===== src/rtl/arm_pkg.sv =====
// Shared constants and types for the instruction fetch stage.
package arm_pkg;

  localparam int          WORD_BYTES       = 4;
  localparam logic [31:0] RESET_PC_DEFAULT = 32'h0000_0000;

  // One prefetch buffer slot.
  typedef struct packed {
    logic [31:0] data;
  } fetch_entry_t;

endpackage


===== src/rtl/fetch_fifo.sv =====
// Prefetch buffer: synchronous DEPTH-entry FIFO with push, pop, clear and occupancy.
module fetch_fifo
  import arm_pkg::*;
#(
  parameter int DEPTH = 4
) (
  input  logic                     clk,
  input  logic                     reset,
  input  logic                     clear,
  input  logic                     push,
  input  fetch_entry_t             push_data,
  input  logic                     pop,
  output fetch_entry_t             head,
  output logic [$clog2(DEPTH):0]   count
);

  localparam int PTR_W = $clog2(DEPTH);
  localparam int CNT_W = PTR_W + 1;

  fetch_entry_t     mem_q [DEPTH];
  logic [PTR_W-1:0] rd_ptr_q, rd_ptr_d;
  logic [PTR_W-1:0] wr_ptr_q, wr_ptr_d;
  logic [CNT_W-1:0] count_q, count_d;
  logic             wr_en;

  // Next pointer/occupancy; clear wins over any push or pop in the same cycle.
  always_comb begin
    // NOTE: every signal assigned here gets a default first, so no path can infer a latch.
    rd_ptr_d = rd_ptr_q;
    wr_ptr_d = wr_ptr_q;
    count_d  = count_q;
    wr_en    = 1'b0;
    if (clear) begin
      rd_ptr_d = '0;
      wr_ptr_d = '0;
      count_d  = '0;
    end else begin
      wr_en = push;
      if (push) wr_ptr_d = wr_ptr_q + PTR_W'(1);
      if (pop)  rd_ptr_d = rd_ptr_q + PTR_W'(1);
      count_d = count_q + CNT_W'(push) - CNT_W'(pop);
    end
  end

  // Pointer and occupancy registers.
  always_ff @(posedge clk or posedge reset) begin
    // NOTE: state registers use non-blocking assignments so every flop samples pre-edge values.
    if (reset) begin
      rd_ptr_q <= '0;
      wr_ptr_q <= '0;
      count_q  <= '0;
    end else begin
      rd_ptr_q <= rd_ptr_d;
      wr_ptr_q <= wr_ptr_d;
      count_q  <= count_d;
    end
  end

  // Storage array write port.
  always_ff @(posedge clk) begin
    // NOTE: storage is not reset; occupancy is, so stale slots are never observed.
    if (wr_en) mem_q[wr_ptr_q] <= push_data;
  end

  assign head  = (count_q != '0) ? mem_q[rd_ptr_q] : '0;
  assign count = count_q;

endmodule


===== src/rtl/fetch_unit.sv =====
// Instruction fetch stage: sequential prefetch into a small buffer, redirect on PC departure.
module fetch_unit
  import arm_pkg::*;
#(
  parameter int          DEPTH    = 4,
  parameter logic [31:0] RESET_PC = RESET_PC_DEFAULT
) (
  input  logic        clk,
  input  logic        reset,
  input  logic [31:0] PC,
  input  logic        advance,
  output logic [31:0] Instr,
  output logic        instr_valid,
  output logic        imem_req,
  output logic [31:0] imem_addr,
  input  logic        imem_gnt,
  input  logic        imem_rvalid,
  input  logic [31:0] imem_rdata
);

  localparam int CNT_W  = $clog2(DEPTH) + 1;
  localparam int DROP_W = $clog2(2 * DEPTH) + 1;

  logic [31:0]       fetch_addr_q, fetch_addr_d;
  logic [31:0]       exp_addr_q, exp_addr_d;
  logic [CNT_W-1:0]  outstanding_q, outstanding_d;
  logic [DROP_W-1:0] drop_cnt_q, drop_cnt_d;

  logic [CNT_W-1:0]  buf_count;
  logic [CNT_W:0]    in_flight;
  fetch_entry_t      head;
  fetch_entry_t      push_entry;
  logic              redirect;
  logic              dropping;
  logic              accept;
  logic              resp_keep;
  logic              pop;

  // Any departure of the datapath PC from the sequential stream is a redirect.
  assign redirect  = (PC != exp_addr_q);
  assign dropping  = (drop_cnt_q != '0);
  assign in_flight = {1'b0, buf_count} + {1'b0, outstanding_q};

  assign imem_req  = ~reset & ~redirect & ~dropping & (in_flight < (CNT_W + 1)'(DEPTH));
  assign imem_addr = fetch_addr_q;
  assign accept    = imem_req & imem_gnt;

  // Responses belonging to a flushed stream are discarded, never buffered.
  assign resp_keep       = imem_rvalid & ~dropping & ~redirect;
  assign push_entry.data = imem_rdata;

  assign instr_valid = (buf_count != '0) & ~redirect;
  assign Instr       = head.data;
  assign pop         = instr_valid & advance;

  fetch_fifo #(.DEPTH(DEPTH)) u_fifo (
    .clk       (clk),
    .reset     (reset),
    .clear     (redirect),
    .push      (resp_keep),
    .push_data (push_entry),
    .pop       (pop),
    .head      (head),
    .count     (buf_count)
  );

  // Next fetch/expected address and request bookkeeping.
  always_comb begin
    fetch_addr_d  = fetch_addr_q;
    exp_addr_d    = exp_addr_q;
    outstanding_d = outstanding_q;
    drop_cnt_d    = drop_cnt_q;
    if (redirect) begin
      // Everything still in flight now belongs to the abandoned stream.
      fetch_addr_d  = PC;
      exp_addr_d    = PC;
      outstanding_d = '0;
      drop_cnt_d    = drop_cnt_q + DROP_W'(outstanding_q) - DROP_W'(imem_rvalid);
    end else begin
      if (accept) fetch_addr_d = fetch_addr_q + 32'(WORD_BYTES);
      if (pop)    exp_addr_d   = exp_addr_q + 32'(WORD_BYTES);
      outstanding_d = outstanding_q + CNT_W'(accept) - CNT_W'(imem_rvalid & ~dropping);
      drop_cnt_d    = drop_cnt_q - DROP_W'(imem_rvalid & dropping);
    end
  end

  // Address and counter registers.
  always_ff @(posedge clk or posedge reset) begin
    if (reset) begin
      fetch_addr_q  <= RESET_PC;
      exp_addr_q    <= RESET_PC;
      outstanding_q <= '0;
      drop_cnt_q    <= '0;
    end else begin
      fetch_addr_q  <= fetch_addr_d;
      exp_addr_q    <= exp_addr_d;
      outstanding_q <= outstanding_d;
      drop_cnt_q    <= drop_cnt_d;
    end
  end

endmodule


===== config.mk =====
export PLATFORM = sky130hd
export DESIGN_NAME = fetch_unit
export DESIGN_NICKNAME = d
export VERILOG_FILES = /design/src/rtl/arm_pkg.sv /design/src/rtl/fetch_fifo.sv /design/src/rtl/fetch_unit.sv
export SDC_FILE = /design/constraint.sdc
export NUM_CORES = 1
export LEC_CHECK = 0
export ABC_AREA = 1
export CAP_MARGIN = 25
export CORE_UTILIZATION = 50
export CTS_BUF_LIST = sky130_fd_sc_hd__clkbuf_16
export CTS_CLUSTER_SIZE = 30
export DETAILED_ROUTE_END_ITERATION = 8
export PLACE_DENSITY = 0.79
export SYNTH_ARGS = -nofsm -noshare
export SYNTH_HDL_FRONTEND = slang
export SYNTH_HIERARCHICAL = 1
export SYNTH_SLANG_ARGS = --single-unit

===== constraint.sdc =====
create_clock -name clk -period 4.64 [get_ports clk]
set_clock_uncertainty 0.05 [all_clocks]
set_input_delay 1.16 -clock clk [delete_from_list [all_inputs] [get_ports clk]]
set_output_delay 1.16 -clock clk [all_outputs]
set_load 0.02 [all_outputs]

# Word level (Yosys, flattened, before mapping)
# Memories as Yosys holds them, arrays and structs flattened.
# Cells that the tools add are included.
# op_classes
mux,15
n_addsub,12
magnitude_cmp,1
eq_ne,1
n_bitwise,14
reduce_logical,5
# op_table
op,count
32-bit 2-to-1 mux,5
32-bit by 3-bit adder with 32-bit output (second input constant),2
32-bit inequality test,1
1-bit AND,9
2-bit 2-to-1 mux,4
4-bit by 1-bit subtractor with 4-bit output,2
3-bit by 1-bit adder with 3-bit output,2
3-bit 2-to-1 mux,2
2-bit nonzero test,3
2-bit by 1-bit adder with 2-bit output (second input constant),2
3-bit by 3-bit adder with 4-bit output,1
4-bit by 3-bit adder with 4-bit output,1
4-bit by 3-bit less-than comparator with 1-bit output (second input constant),1
4-bit 2-to-1 mux,1
4-bit nonzero test,1
1-bit by 3-bit AND with 3-bit output,1
1-bit 2-to-1 mux,3
1-bit inverter,3
1-bit inverter with 3-bit output,1
3-bit nonzero test,1
3-bit by 1-bit subtractor with 3-bit output,1
3-bit subtractor,1
# totals
input_bits,69
mem_bits_rw,128
memories,1
regBits,78
elab_cells,56
output_inout_bits,66
# memory_table
name,words,width,read_ports,rd_clocked_by_memory_dff,wr,line_no,rtl
u_fifo.mem_q,4,32,1,0,1,fetch_fifo.sv:20,fetch_entry_t mem_q [DEPTH];

# Logic depth before layout (Yosys ltp)
# depth
depth_word,9
ltp_mapped,19

# Cells and area by module
# Netlist, hierarchy kept.
# by_module_without_submodules
module,seq_area_each_um2,area_per_inst_um2,cells_per_inst,n_inst
fetch_unit,1726.7,6959.2,1078,1
fetch_fifo,4018.9,5870.6,558,1

# Worst setup path after synthesis
# Ideal clock, no wire load.
# synth_timing
kind,input port to flip-flop
start,in PC[27]
end,mem u_fifo/mem_q[0][0] in the netlist's numbering (enable)
setup_slack_ns,0.294
required_ns,4.169
t_arrival_ns,3.875
path_stages,10
cell_sequence,xnor2_1 -> nand2_1 -> nor2_1 -> nand2_1 -> nor2_1 -> nand2_2 -> buf_2 -> nor3_1 -> nand2_1 -> nor2_1
# synth_between
elab_chain_len,6
# synth_rtl
item,line_no,rtl
from (decl),fetch_unit.sv:10,"input logic [31:0] PC,"
32-bit inequality test,fetch_unit.sv:40,assign redirect = (PC != exp_addr_q);
net redirect,fetch_unit.sv:33,logic redirect;
1-bit inverter,fetch_unit.sv:49,assign resp_keep = imem_rvalid & ~dropping & ~redirect;
1-bit AND,fetch_unit.sv:49,
net resp_keep,fetch_unit.sv:36,logic resp_keep;
1-bit 2-to-1 mux,fetch_fifo.sv:33,if (clear) begin
1-bit 2-to-1 mux,fetch_fifo.sv:62,if (wr_en) mem_q[wr_ptr_q] <= push_data;
1-bit 2-to-1 mux (not written as such),fetch_fifo.sv:62,
to (decl),fetch_fifo.sv:20,
# The timed path passes the listed nets, and every way through them passes these cells.

# Worst setup path after layout
# layout_timing
start,in PC[4]
end,out imem_req
# layout_between
elab_chain_len,5
# layout_rtl
item,line_no,rtl
32-bit inequality test,fetch_unit.sv:40,
1-bit inverter,fetch_unit.sv:44,assign imem_req = ~reset & ~redirect & ~dropping & (in_flight < (CNT_W + 1)'(DEPTH));
1-bit AND (3 in a row),fetch_unit.sv:44,
to (decl),fetch_unit.sv:14,"output logic imem_req,"
# Every way passes these cells.

==> impl_metrics.yaml <==
run_status:
  outcome: "finished, final reports clean"
clock_network:
  cts_tree: "yes"
  cts_buffer_depth: 3
  htree_levels: 1
  clk_pin_slew_ns: 0.05
  cts.sinks: 204
  postCtsSetupBuffers: 0
  cts_root_buf: "clkbuf_16"
  cts.hold.buffers_added: 0
  cts_resized: 0
  clkLatencyLatePin_ns: 0.53
  cts_buffers: 24
sta:
  finalCritPeriodShare: 0.959
  setup_viol: 0
  fin_crit_ns: 4.45
  maxSlewHeadroom: 0.372
  max_freq_ghz: 0.225
  rsz0062_at_grt: "no"
  hold_viol: 0
  maxSlewViolCount: 0
  tns_ns: 0
  tightest_slew_ns: 0.937
floorplanning:
  rows: 58
  initial_utilization: 0.509
  core_um2: 25200
  io_pins: 135
  die_h_um: 162
  die_x_um: 162
  dieArea_um2: 26300
pwr:
  power.total_uw: 4610
  power_density_nw_per_um2: 308
  leakage_uw: 0.00688
  peakVddDrop_mv: 0.261
placed_design:
  io_buffers: 134
  dp_hpwl_um: 22900
  place.gp.congestion: 0.965
routing:
  post_drt_wl_per_cell_um: 16.3
  num_vias: 10944
  routed_wl_um: 34100
  first_pass_iters: 7
  ant_nets: 0
  drt_first_iter_violations: 880
  via_per_inst: 5.24
  post-route-drc-count: 0
synthesis:
  yosysUniqueCellTypes: 39
  yosys-mux-area-fraction: 0
  synth-xor-area-share: 0.0456
  synth-compound-area-share: 0.0552
  synth_edf_count: 128
  synth_fp_nets: 1728
  synth_top_family_by_area: "simple AND/OR/NAND/NOR gates"
  synth_ff_type: "edfxtp_1"
  avgSynthCellArea_um2: 7.84
  syn_inst: 1636
  synth-simple-area-share: 0.306
  syn_area_um2: 12800
  ys_seq_area_frac: 0.448
  async_flop_share: 0.373
  ys_seq_elements: 204
  yosys_warnings: 6
  synthAdderAreaFrac: 0.0242
finish:
  final_net_count: 1833
  drive_above_1_share: 0.0637
  syn2layout_area_growth_pct: 16.8
  final_common_cell: "nand2_1"
  layout_common_cells: "608 x nand2_1, 208 x inv_1, 137 x nand3_1, 134 x clkdlybuf4s50_1, 131 x nor2_1"
setup_path:
  start_kind: "input pin"
  setup.worst_path.end_class: "output pin"
  critical-path-max-stage-delay_ns: 0.61
  cp_max_fo: 3
  cp_num_buf_inv: 4
  slowest_stage: "clkdlybuf4s50_1"
  worstSetupPathType: "input pin to output pin"
  cp_top_family: "buffers and inverters"
  critPathMostFrequentCell: "nand2_1"
  cp.required_ns: 3.43
  path_cells: "clkdlybuf4s50_1 -> inv_1 -> nand2_1 -> nand2_1 -> inv_2 -> nand2_1 -> nor2_1 -> nand2_1 -> nor2_1 -> nand2_2 -> nor2_2 -> clkdlybuf4s50_1"
  crit_arrival_ns: 3.24
global_route:
  grt_max_degree: 67
  grt_util_all_layers: 0.265
  use_met3: 0.0421
  grtUsageMet2: 0.435
  overflow: 0
  grt.busiest_layer: "met2"
  antenna_found_initial: 1
  gr-usage-met1: 0.353
  grt_pass1_wl_um: 54600
  first_global_vias: 10446
run:
  cap_violations: 0
min_path:
  hp-class: "flop to flop"
-- registers in the layout, summed over array words and instances, names as in the netlist --
register and count:
u_fifo/wr_ptr_q 2, u_fifo/mem_q 128, outstanding_q 3, exp_addr_q 30
drop_cnt_q 4, imem_addr 32, u_fifo/rd_ptr_q 2, u_fifo/count 3
-- path summary, 6_finish.rpt --
path	startpoint	to	slack (ns)	cells after the start
hold reg to reg	imem_addr[31]	imem_addr[31]	0.55	2
setup / recovery	PC[4]	imem_req	0.19	12
max in group asynchronous	reset	imem_addr[0]	2.76	3
min in group asynchronous	reset	u_fifo/count[0]	0.94	2
hold / removal	imem_addr[31]	imem_addr[31]	0.55	2
setup reg to reg	exp_addr_q[19]	u_fifo/count[2]	1.38	16
-- worst register-to-register path, delay by kind of cell (launching register included) --
family	cells	cell delay, ns
adder cells (fa/ha/maj)	3	0.81
AND/OR/NAND/NOR	9	1.15
XOR/XNOR	1	0.23
buffers and inverters	3	0.44
flip-flops	1	0.49
-- metrics by stage --
step	hold slack, ns	util	std cells	cell area, um2	setup WS [ns]
2_1_floorplan	0.490	-	1636	12800	0.294
3_3_place_gp	0.528	0.561	2044	14100	0.207
3_5_place_dp	0.535	0.561	2044	14100	0.223
4_1_cts	0.552	0.594	2088	15000	0.214
5_1_grt	0.562	0.595	2089	15000	0.0802
6_report	0.548	0.595	2090	15000	0.189
-- cell usage after synthesis (all sizes together), types with 3 or more instances --
master	n	area [um2]
nor3	4	36.3
nand3b	25	188
buf	66	567
ha	20	250
nor2	149	629
clkbuf	11	131
dfrtp	76	1900
inv	218	818
fa	3	60.1
xnor2	29	262
o21ai	8	40.0
edfxtp	128	3840
nand2	619	2360
o211ai	62	493
xor2	37	324
a21oi	35	175
nand3	137	686
-- cell type report --
class / instances / area [um2]
multi-input cells: 1133 / 5550
well taps: 330 / 413
clock buffers: 24 / 601
inverters: 219 / 823
diodes: 1 / 2.50
clock inverters: 20 / 238
repair buffers: 159 / 1620
flip-flops and latches: 204 / 5750
fillers: 2147 / 10200
-- power by group --
group          internal [uW]  total (uW)  switching (uW)
registers               1980        2050            71.7
logic                    248         575             327
clock network           1220        1980             757
total                   3450        4610            1160
-- logic make-up (layout without fill, tap and decap cells) --
family                     count (synthesis)  in the layout
buffers and inverters                    299            422
adders and majority gates                 23             23
xor gates and xnor gates                  66             66
DFF                                      204            204
AOI/OAI and AO/OA                        105            105
and+or+nand+nor                          939            939
other                                      0              1
-- metal layers --
| layer | vias up | part of all wire |
|---|---|---|
| met5 | - | 0 |
| met4 | 0 | 0.035 |
| met3 | 77 | 0.075 |
| met2 | 406 | 0.46 |
| met1 | 5094 | 0.43 |
| li1 | 5367 | - |
Power figures use the tool's default switching activity.
